--- config.mk ---
export PLATFORM = sky130hd
export DESIGN_NAME = muldiv_unit
export DESIGN_NICKNAME = d
export VERILOG_FILES = /design/src/rtl/muldiv_unit_pkg.sv /design/src/rtl/muldiv_unit_div_iter.sv /design/src/rtl/muldiv_unit.sv
export SDC_FILE = /design/constraint.sdc
export NUM_CORES = 2
export LEC_CHECK = 0
export ABC_AREA = 1
export CAP_MARGIN = 20
export CORE_ASPECT_RATIO = 0.75
export CORE_MARGIN = 2
export CORE_UTILIZATION = 40
export CTS_BUF_LIST = sky130_fd_sc_hd__clkbuf_8 sky130_fd_sc_hd__clkbuf_16
export CTS_CLUSTER_DIAMETER = 40
export DETAILED_ROUTE_END_ITERATION = 10
export GPL_TIMING_DRIVEN = 1
export PLACE_DENSITY = 0.66
export SLEW_MARGIN = 20
export SYNTH_ARGS = -nofsm -noshare
export SYNTH_HDL_FRONTEND = slang
export SYNTH_HIERARCHICAL = 1
export SYNTH_SLANG_ARGS = --single-unit
--- constraint.sdc ---
create_clock -name clk -period 13.9 [get_ports clk]
set_input_delay 2.085 -clock clk [delete_from_list [all_inputs] [get_ports clk]]
set_output_delay 2.085 -clock clk [all_outputs]
set_load 0.005 [all_outputs]
--- src/rtl/muldiv_unit_pkg.sv ---
// Shared definitions for the multiply/divide unit: operation encodings,
// datapath width and small helpers used by the top and the divider step.
package muldiv_unit_pkg;

  localparam int XLEN       = 32;
  localparam int MUL_STAGES = 1;

  // One-hot operation encodings as produced by the R-type decoder.
  localparam logic [3:0] MULT_MC  = 4'b0001;
  localparam logic [3:0] MULTU_MC = 4'b0010;
  localparam logic [3:0] DIV_MC   = 4'b0100;
  localparam logic [3:0] DIVU_MC  = 4'b1000;

  function automatic logic is_onehot4(input logic [3:0] v);
    return (v != 4'd0) && ((v & (v - 4'd1)) == 4'd0);
  endfunction

  // Two's-complement magnitude when en is set; raw value otherwise.
  function automatic logic [XLEN-1:0] abs_xlen(input logic [XLEN-1:0] v, input logic en);
    return (en && v[XLEN-1]) ? (~v + 1'b1) : v;
  endfunction

endpackage

--- src/rtl/muldiv_unit_div_iter.sv ---
// One restoring-division step: shift the next dividend bit into the partial
// remainder, trial-subtract the divisor, keep the result if it did not borrow.
module div_iter
  import muldiv_unit_pkg::*;
(
  input  logic [XLEN-1:0] rem,
  input  logic [XLEN-1:0] quo,
  input  logic [XLEN-1:0] divisor,
  output logic [XLEN-1:0] rem_nxt,
  output logic [XLEN-1:0] quo_nxt
);

  logic [XLEN:0]   shifted;
  logic [XLEN-1:0] diff;
  logic            borrow;

  // When the trial succeeds the true difference is below the divisor, so the
  // low XLEN bits of the subtraction carry the whole result.
  always_comb begin
    shifted = {rem, quo[XLEN-1]};
    borrow  = shifted < {1'b0, divisor};
    diff    = shifted[XLEN-1:0] - divisor;
    rem_nxt = borrow ? shifted[XLEN-1:0] : diff;
    quo_nxt = {quo[XLEN-2:0], ~borrow};
  end

endmodule

--- src/rtl/muldiv_unit.sv ---
// HI/LO multiply/divide unit: 2-cycle multiply, 33-cycle restoring divide,
// mthi/mtlo writes in idle, flush via cancel.
module muldiv_unit
  import muldiv_unit_pkg::*;
(
  input  logic            clk,
  input  logic            rst,
  input  logic [3:0]      mul_control,
  input  logic            mul_valid,
  input  logic [XLEN-1:0] op_a,
  input  logic [XLEN-1:0] op_b,
  input  logic            cancel,
  input  logic            hi_we,
  input  logic            lo_we,
  input  logic [XLEN-1:0] wdata,
  output logic            busy,
  output logic [XLEN-1:0] hi,
  output logic [XLEN-1:0] lo
);

  typedef enum logic [1:0] {S_IDLE, S_MUL, S_DIV, S_FIX} state_t;

  state_t              state, state_nxt;
  logic                start, div_op, signed_op, div_signed;
  logic [MUL_STAGES:0] vld_pipe;
  logic [XLEN-1:0]     op_a_q, op_b_q, quo_q, rem_q;
  logic [XLEN-1:0]     quo_nxt, rem_nxt, quo_fix, rem_fix;
  logic [2*XLEN-1:0]   ext_a, ext_b, prod_q;
  logic                signed_q, sign_a_q, sign_b_q, div_zero_q;
  logic [4:0]          cnt;
  logic                mul_done, fix_done, idle_wr;

  assign div_op     = mul_control[2] | mul_control[3];
  assign signed_op  = mul_control[0] | mul_control[2];
  assign div_signed = div_op & signed_op;
  assign start      = (state == S_IDLE) && mul_valid && !cancel && is_onehot4(mul_control);
  assign busy       = (state != S_IDLE);

  assign ext_a = {{XLEN{signed_q & op_a_q[XLEN-1]}}, op_a_q};
  assign ext_b = {{XLEN{signed_q & op_b_q[XLEN-1]}}, op_b_q};

  // Divisor magnitude sits in op_b_q; the dividend magnitude is shifted out of quo_q.
  div_iter u_div_iter (
    .rem     (rem_q),
    .quo     (quo_q),
    .divisor (op_b_q),
    .rem_nxt (rem_nxt),
    .quo_nxt (quo_nxt)
  );

  assign quo_fix = (sign_a_q ^ sign_b_q) ? (~quo_q + 1'b1) : quo_q;
  assign rem_fix = sign_a_q ? (~rem_q + 1'b1) : rem_q;

  assign mul_done = (state == S_MUL) && vld_pipe[MUL_STAGES] && !cancel;
  assign fix_done = (state == S_FIX) && !cancel && !div_zero_q;
  assign idle_wr  = (state == S_IDLE) && !start;

  always_comb begin
    state_nxt = state;
    case (state)
      S_IDLE: if (start) state_nxt = div_op ? S_DIV : S_MUL;
      S_MUL:  if (cancel || vld_pipe[MUL_STAGES]) state_nxt = S_IDLE;
      S_DIV:  if (cancel) state_nxt = S_IDLE;
              else if (cnt == 5'd31) state_nxt = S_FIX;
      S_FIX:  state_nxt = S_IDLE;
      default: state_nxt = S_IDLE;
    endcase
  end

  always_ff @(posedge clk) begin
    if (rst) begin
      state      <= S_IDLE;
      vld_pipe   <= '0;
      cnt        <= 5'd0;
      hi         <= '0;
      lo         <= '0;
      op_a_q     <= '0;
      op_b_q     <= '0;
      quo_q      <= '0;
      rem_q      <= '0;
      prod_q     <= '0;
      signed_q   <= 1'b0;
      sign_a_q   <= 1'b0;
      sign_b_q   <= 1'b0;
      div_zero_q <= 1'b0;
    end else begin
      state    <= state_nxt;
      vld_pipe <= cancel ? '0 : {vld_pipe[MUL_STAGES-1:0], start & ~div_op};

      if (start) begin
        op_a_q     <= op_a;
        op_b_q     <= abs_xlen(op_b, div_signed);
        quo_q      <= abs_xlen(op_a, div_signed);
        rem_q      <= '0;
        cnt        <= 5'd0;
        signed_q   <= signed_op;
        sign_a_q   <= div_signed & op_a[XLEN-1];
        sign_b_q   <= div_signed & op_b[XLEN-1];
        div_zero_q <= (op_b == '0);
      end

      if (state == S_DIV) begin
        quo_q <= quo_nxt;
        rem_q <= rem_nxt;
        cnt   <= cnt + 5'd1;
      end

      if (vld_pipe[0]) prod_q <= ext_a * ext_b;

      if (mul_done) begin
        hi <= prod_q[2*XLEN-1:XLEN];
        lo <= prod_q[XLEN-1:0];
      end else if (fix_done) begin
        hi <= rem_fix;
        lo <= quo_fix;
      end else if (idle_wr) begin
        // cancel only blocks starts, so mthi/mtlo still land here
        if (hi_we) hi <= wdata;
        if (lo_we) lo <= wdata;
      end
    end
  end

endmodule

Word-level counts from Yosys, hierarchy flattened
Cells that the tools add are included.

Output and inout port bits: 65. Logic and storage cells: 99. Flip-flop bits (word level): 269.

Add/subtract/negate cells: 7. Multiplexer cells: 25. Reductions and logical operators: 28. Bitwise operators: 16. Equal/unequal tests: 7. Order comparisons: 1. Multiply operators: 1.

Operator list (number): 32-bit two-way mux (17); 32-bit by 1-bit adder with 32-bit output, second input constant (4); 32-bit inverter (4); 33-bit by 33-bit multiplier with 64-bit output (1); 33-bit by 32-bit < comparator with 1-bit output (1); 32-bit logical NOT (1); 32-bit subtractor (1); 1-bit logical AND (11); 2-bit two-way mux (5); 5-bit two-way mux (2); 3-bit nonzero test (3); 2-bit case mux with 4 select lines (1); 1-bit AND (6); 5-bit by 1-bit adder with 5-bit output, second input constant (1); 5-bit == test, second input constant (1); 4-bit AND (1); 2-bit == test, second input constant (2); 4-bit logical NOT (1); 2-bit AND reduction (2); 2-bit nonzero test (2); 4-bit nonzero test (1); 4-bit by 1-bit subtractor with 4-bit output, second input constant (1); 1-bit logical NOT (3); 3-bit != test, second input constant (1); other kinds (10) (12).

Depth between registers and ports, before layout
Depth after elaboration: 10. Gate-level depth with buffers: 36. Gate-level depth less buffers: 34.

By module
The synthesis kept the hierarchy.

By module, submodules not included: muldiv_unit (cells an instance 7344, area an instance 54228.3 um^2, times used 1, sequential area each 5385.2 um^2); div_iter (cells an instance 670, area an instance 3358.2 um^2, times used 1, sequential area each 0.0 um^2).

Worst setup path after synthesis
Ideal clock, no wire load.

Path kind: reg2reg. From: register op_a_q[31]. To: register prod_q[59]. Setup slack: 6.349 ns. Arrival: 7.442 ns. Buffers on the path: 2. Stages on the path, launching flop included: 29. Path through: dfxtp_1 > clkbuf_1 > nand2_1 > clkbuf_1 > nor2_1 > fa_1 > fa_1 > fa_1 > inv_1 > fa_1 > inv_1 > fa_1 > fa_1 > inv_1 > fa_1 > fa_1 > inv_1 > ha_1 > nand2_1 > nor2_1 > inv_1 > nor2_1 > inv_1 > nor4_1 > nand3_1 > nand4_1 > nand3_1 > nand2_1 > inv_1.

Cells in the longest elaborated chain, start to end: 2.

Ends and longest elaborated chain: start: declaration (RTL line muldiv_unit.sv:26) `logic [XLEN-1:0] op_a_q, op_b_q, quo_q, rem_q;`; start signal: assignment (RTL line muldiv_unit.sv:91) `op_a_q <= op_a;`; 1-bit AND (RTL line muldiv_unit.sv:39) `assign ext_a = {{XLEN{signed_q & op_a_q[XLEN-1]}}, op_a_q};`; 33-bit by 33-bit multiplier with 64-bit output * (RTL line muldiv_unit.sv:108) `if (vld_pipe[0]) prod_q <= ext_a * ext_b;`; end signal: assignment (RTL line muldiv_unit.sv:108); end: declaration (RTL line muldiv_unit.sv:28) `logic [2*XLEN-1:0] ext_a, ext_b, prod_q;`.

Every way passes the cells marked *; elsewhere a longest branch is shown, timed or not. A chain may end at the register's enable or synchronous reset.

Final worst setup path
Same ends and word-level chain as after synthesis.

==> flow_summary_export.csv <==
group,metric,value,unit
status,status,"complete, no violations",
sta,layout_setup_ws,4.87,ns
routing,drt_iter0_markers,4934,
global_route,overflow,0,
yosys,netlist_top_cells_area,"fa_1 39%, nand2_1 14%, inv_1 13%",
worst_setup_path,endpoint,"prod_q[59]$_SDFFE_PP0P_",
sta,tightest_slew,1.10,ns
worst_setup_path,r2r_end,"prod_q[59]$_SDFFE_PP0P_",
yosys,async_reset_ff_frac,0,
placed_design,io_buffers,170,
worst_setup_path,crit_type,"reg -> reg",
sta,slew_headroom,0.263,
routing,firstDrtPassIters,6,
routing,drt-total-wl,198000,microns
routing,drc_errors,0,
worst_setup_path,slowest_stage,"fa_1",
placed_design,gp_congestion,1.03,
yosys,syn-cell-area,57600,sq um
routing,antenna_left,0,
sta,finClkSkew,0.0374,ns
floorplanning,core-area,143000,sq um
sta,setup_violations,0,
yosys,synth_cell_type_count,55,
yosys,ys_seq_area_frac,0.0935,
cts,cts_root_buf,"clkbuf_16",
worst_setup_path,cp.arrival,9.53,ns
worst_setup_path,worst_r2r_path_depth,30,
yosys,yosysMostFrequentCell,"nand2_1",
yosys,synth_commonest_cells,"2191 x nand2_1, 2031 x inv_1, 1126 x fa_1, 448 x nor2_1, 375 x a21oi_1",
finish,postLayoutCoreUtil,0.434,
global_route,grt_util_all_layers,0.273,
yosys,syn_inst,8014,
routing,wl_per_cell,20.1,microns
yosys,syn_area_per_cell,7.19,sq um
pwr,finalPower,3.16,mW
cts,cts_setup_buffers,0,
yosys,yosysWarnings,6,
cts,htree_num_levels,2,
worst_setup_path,cp_common_cell,"inv_1",
sta,rsz0062_at_grt,"no",
worst_hold_path,hold_class,"reg -> reg",
worst_setup_path,crit_fanout,22,
cts,clk_pin_slew,0.06,ns
sta,timing.fmax,111,MHz
floorplanning,rows,120,
sta,slew_viol_final,0,
placed_design,place_hpwl,161000,microns
job,max_cap_viol_count,0,
cts,clock_sinks,269,
routing,vias,50700,
finish,drive_gt1_frac,0.0296,
cts,cts_resized,0,
routing,viasPerCell,5.17,
global_route,antenna_found_initial,16,
finish,nets,9367,
cts,max-clock-path-buffers,3,
floorplanning,dieWidth,442,microns
floorplanning,die_h,333,microns
sta,post-route-period-util,0.650,
floorplanning,start_util,0.403,
cts,clkLatencyLatePin,0.59,ns
worst_setup_path,end_kind,"flip-flop",
worst_setup_path,reg2reg_slack,4.87,ns
finish,syn2layout_area_growth,7.57,%
yosys,synth_edf_count,0,
sta,period_needed,9.03,ns
sta,hold_viol_final,0,
worst_setup_path,cp.required,14.40,ns
cts,cts_buffers,40,
pwr,ir_worst_vdd,0.144,mV
yosys,synth_top_cell_by_area,"fa_1",
pwr,powerDensity,50.9,nW/um^2
yosys,synth_top_area_share,0.391,
yosys,ys.flop_type,"dfxtp_1",
worst_setup_path,cp-startpoint,"op_a_q[31]$_SDFFE_PP0P_",
global_route,grt_pass1_wl,309000,microns
global_route,grt_pass1_vias,50600,
floorplanning,num_io_pins,171,
floorplanning,die_area,147000,sq um
cts,cts_tree,"done",
worst_setup_path,crit_path_start_kind,"flip-flop",
global_route,grt_max_degree,91,
sta,whs,0.467,ns
yosys,syn-num-nets,9496,
worst_setup_path,critical_path.max_stage_delay,1.11,ns
worst_setup_path,r2r_start,"op_a_q[31]$_SDFFE_PP0P_",
sta,setup_tns,0,ns
cts,cts_hold_buf,0,
placed_design,pre_cts_slack,4.84,ns
pwr,leakagePower,33.0,nW
yosys,synth-seq-cells,269,
how the worst min path moves through the flow:
| stage | start | endpoint | slack, ns | depth (start not counted) |
|---|---|---|---|---|
| after global routing | lo[7]$_SDFFE_PP0P_ | lo[7]$_SDFFE_PP0P_ | 0.48 | 2 |
| after CTS | lo[16]$_SDFFE_PP0P_ | lo[16]$_SDFFE_PP0P_ | 0.47 | 2 |
| after detailed placement | lo[16]$_SDFFE_PP0P_ | lo[16]$_SDFFE_PP0P_ | 0.46 | 2 |
| after floorplan | prod_q[5]$_SDFFE_PP0P_ | prod_q[5]$_SDFFE_PP0P_ | 0.43 | 2 |
| final | hi[28]$_SDFFE_PP0P_ | hi[28]$_SDFFE_PP0P_ | 0.47 | 2 |
| after global placement | cnt[4]$_SDFFE_PP0P_ | cnt[4]$_SDFFE_PP0P_ | 0.45 | 2 |
layout by cell type (no fill, tap or decap), drive strengths merged, types with 9 or more instances in the layout:
master	n
buf	83
nand3	296
inv	2052
nand4	50
and2	10
nor2	457
o221ai	9
o211ai	25
nand3b	13
ha	250
clkinv	11
xor2	63
or2	16
a21oi	376
fa	1126
nand2	2199
a31oi	22
xnor2	9
o21ai	252
clkdlybuf4s50	169
nor3	48
o21bai	21
clkbuf	45
dfxtp	269
where the power goes:
| part | switching [mW] | total, mW | internal (mW) | leakage [nW] |
|---|---|---|---|---|
| sequential | 0.0407 | 0.846 | 0.805 | 2.19 |
| combinational | 0.842 | 1.20 | 0.354 | 30.1 |
| clock | 0.462 | 1.11 | 0.652 | 0.693 |
critical path: cells and delay by family, from the launching register on:
| family | cells | cell delay (ns) |
|---|---|---|
| fa+ha+maj | 9 | 5.32 |
| buf+inv | 11 | 1.83 |
| simple gates | 10 | 1.50 |
| flops | 1 | 0.29 |
per-layer routing:
metal / wire length [microns] / GRT usage / vias up
li1: - / - / 23000
met1: 89600 / 0.409 / 25200
met2: 82600 / 0.403 / 2232
met3: 21000 / 0.0577 / 241
met4: 4340 / 0.0551 / 16
met5: 89 / 0 / -
final cells by class:
| class | count | area [sq um] |
|---|---|---|
| Fill cell | 14500 | 80800 |
| Multi-Input combinational cell | 5278 | 42700 |
| Inverter | 2043 | 7670 |
| Sequential cell | 269 | 5390 |
| Tap cell | 1891 | 2370 |
| Timing Repair Buffer | 253 | 2340 |
| Clock buffer | 44 | 1080 |
| Clock inverter | 28 | 345 |
| Antenna cell | 3 | 7.51 |
registers in the layout, indices dropped and copies added, names as in the netlist:
register    cells
sign_a_q        1
rem_q          32
op_b_q         32
sign_b_q        1
signed_q        1
state           2
quo_q          32
div_zero_q      1
cnt             5
op_a_q         32
hi             32
lo             32
vld_pipe        2
prod_q         64
stage by stage:
stage,cell area (sq um),cells
6_report,61900,9809
5_1_grt,61900,9807
4_1_cts,61900,9805
3_5_place_dp,60500,9733
3_3_place_gp,60500,9733
2_1_floorplan,57600,8014
kinds of logic (layout without fill, tap and decap cells):
family	after synthesis	in the layout	synth area share
and+or+nand+nor	3100	3100	0.217
buffers and inverters	2467	2368	0.165
adders and majority gates	1376	1376	0.446
AOI/OAI and AO/OA	730	730	0.0677
DFF	269	269	0.0935
xor gates and xnor gates	72	72	0.0110
other	0	3	0
(Power assumes the default switching activity.)
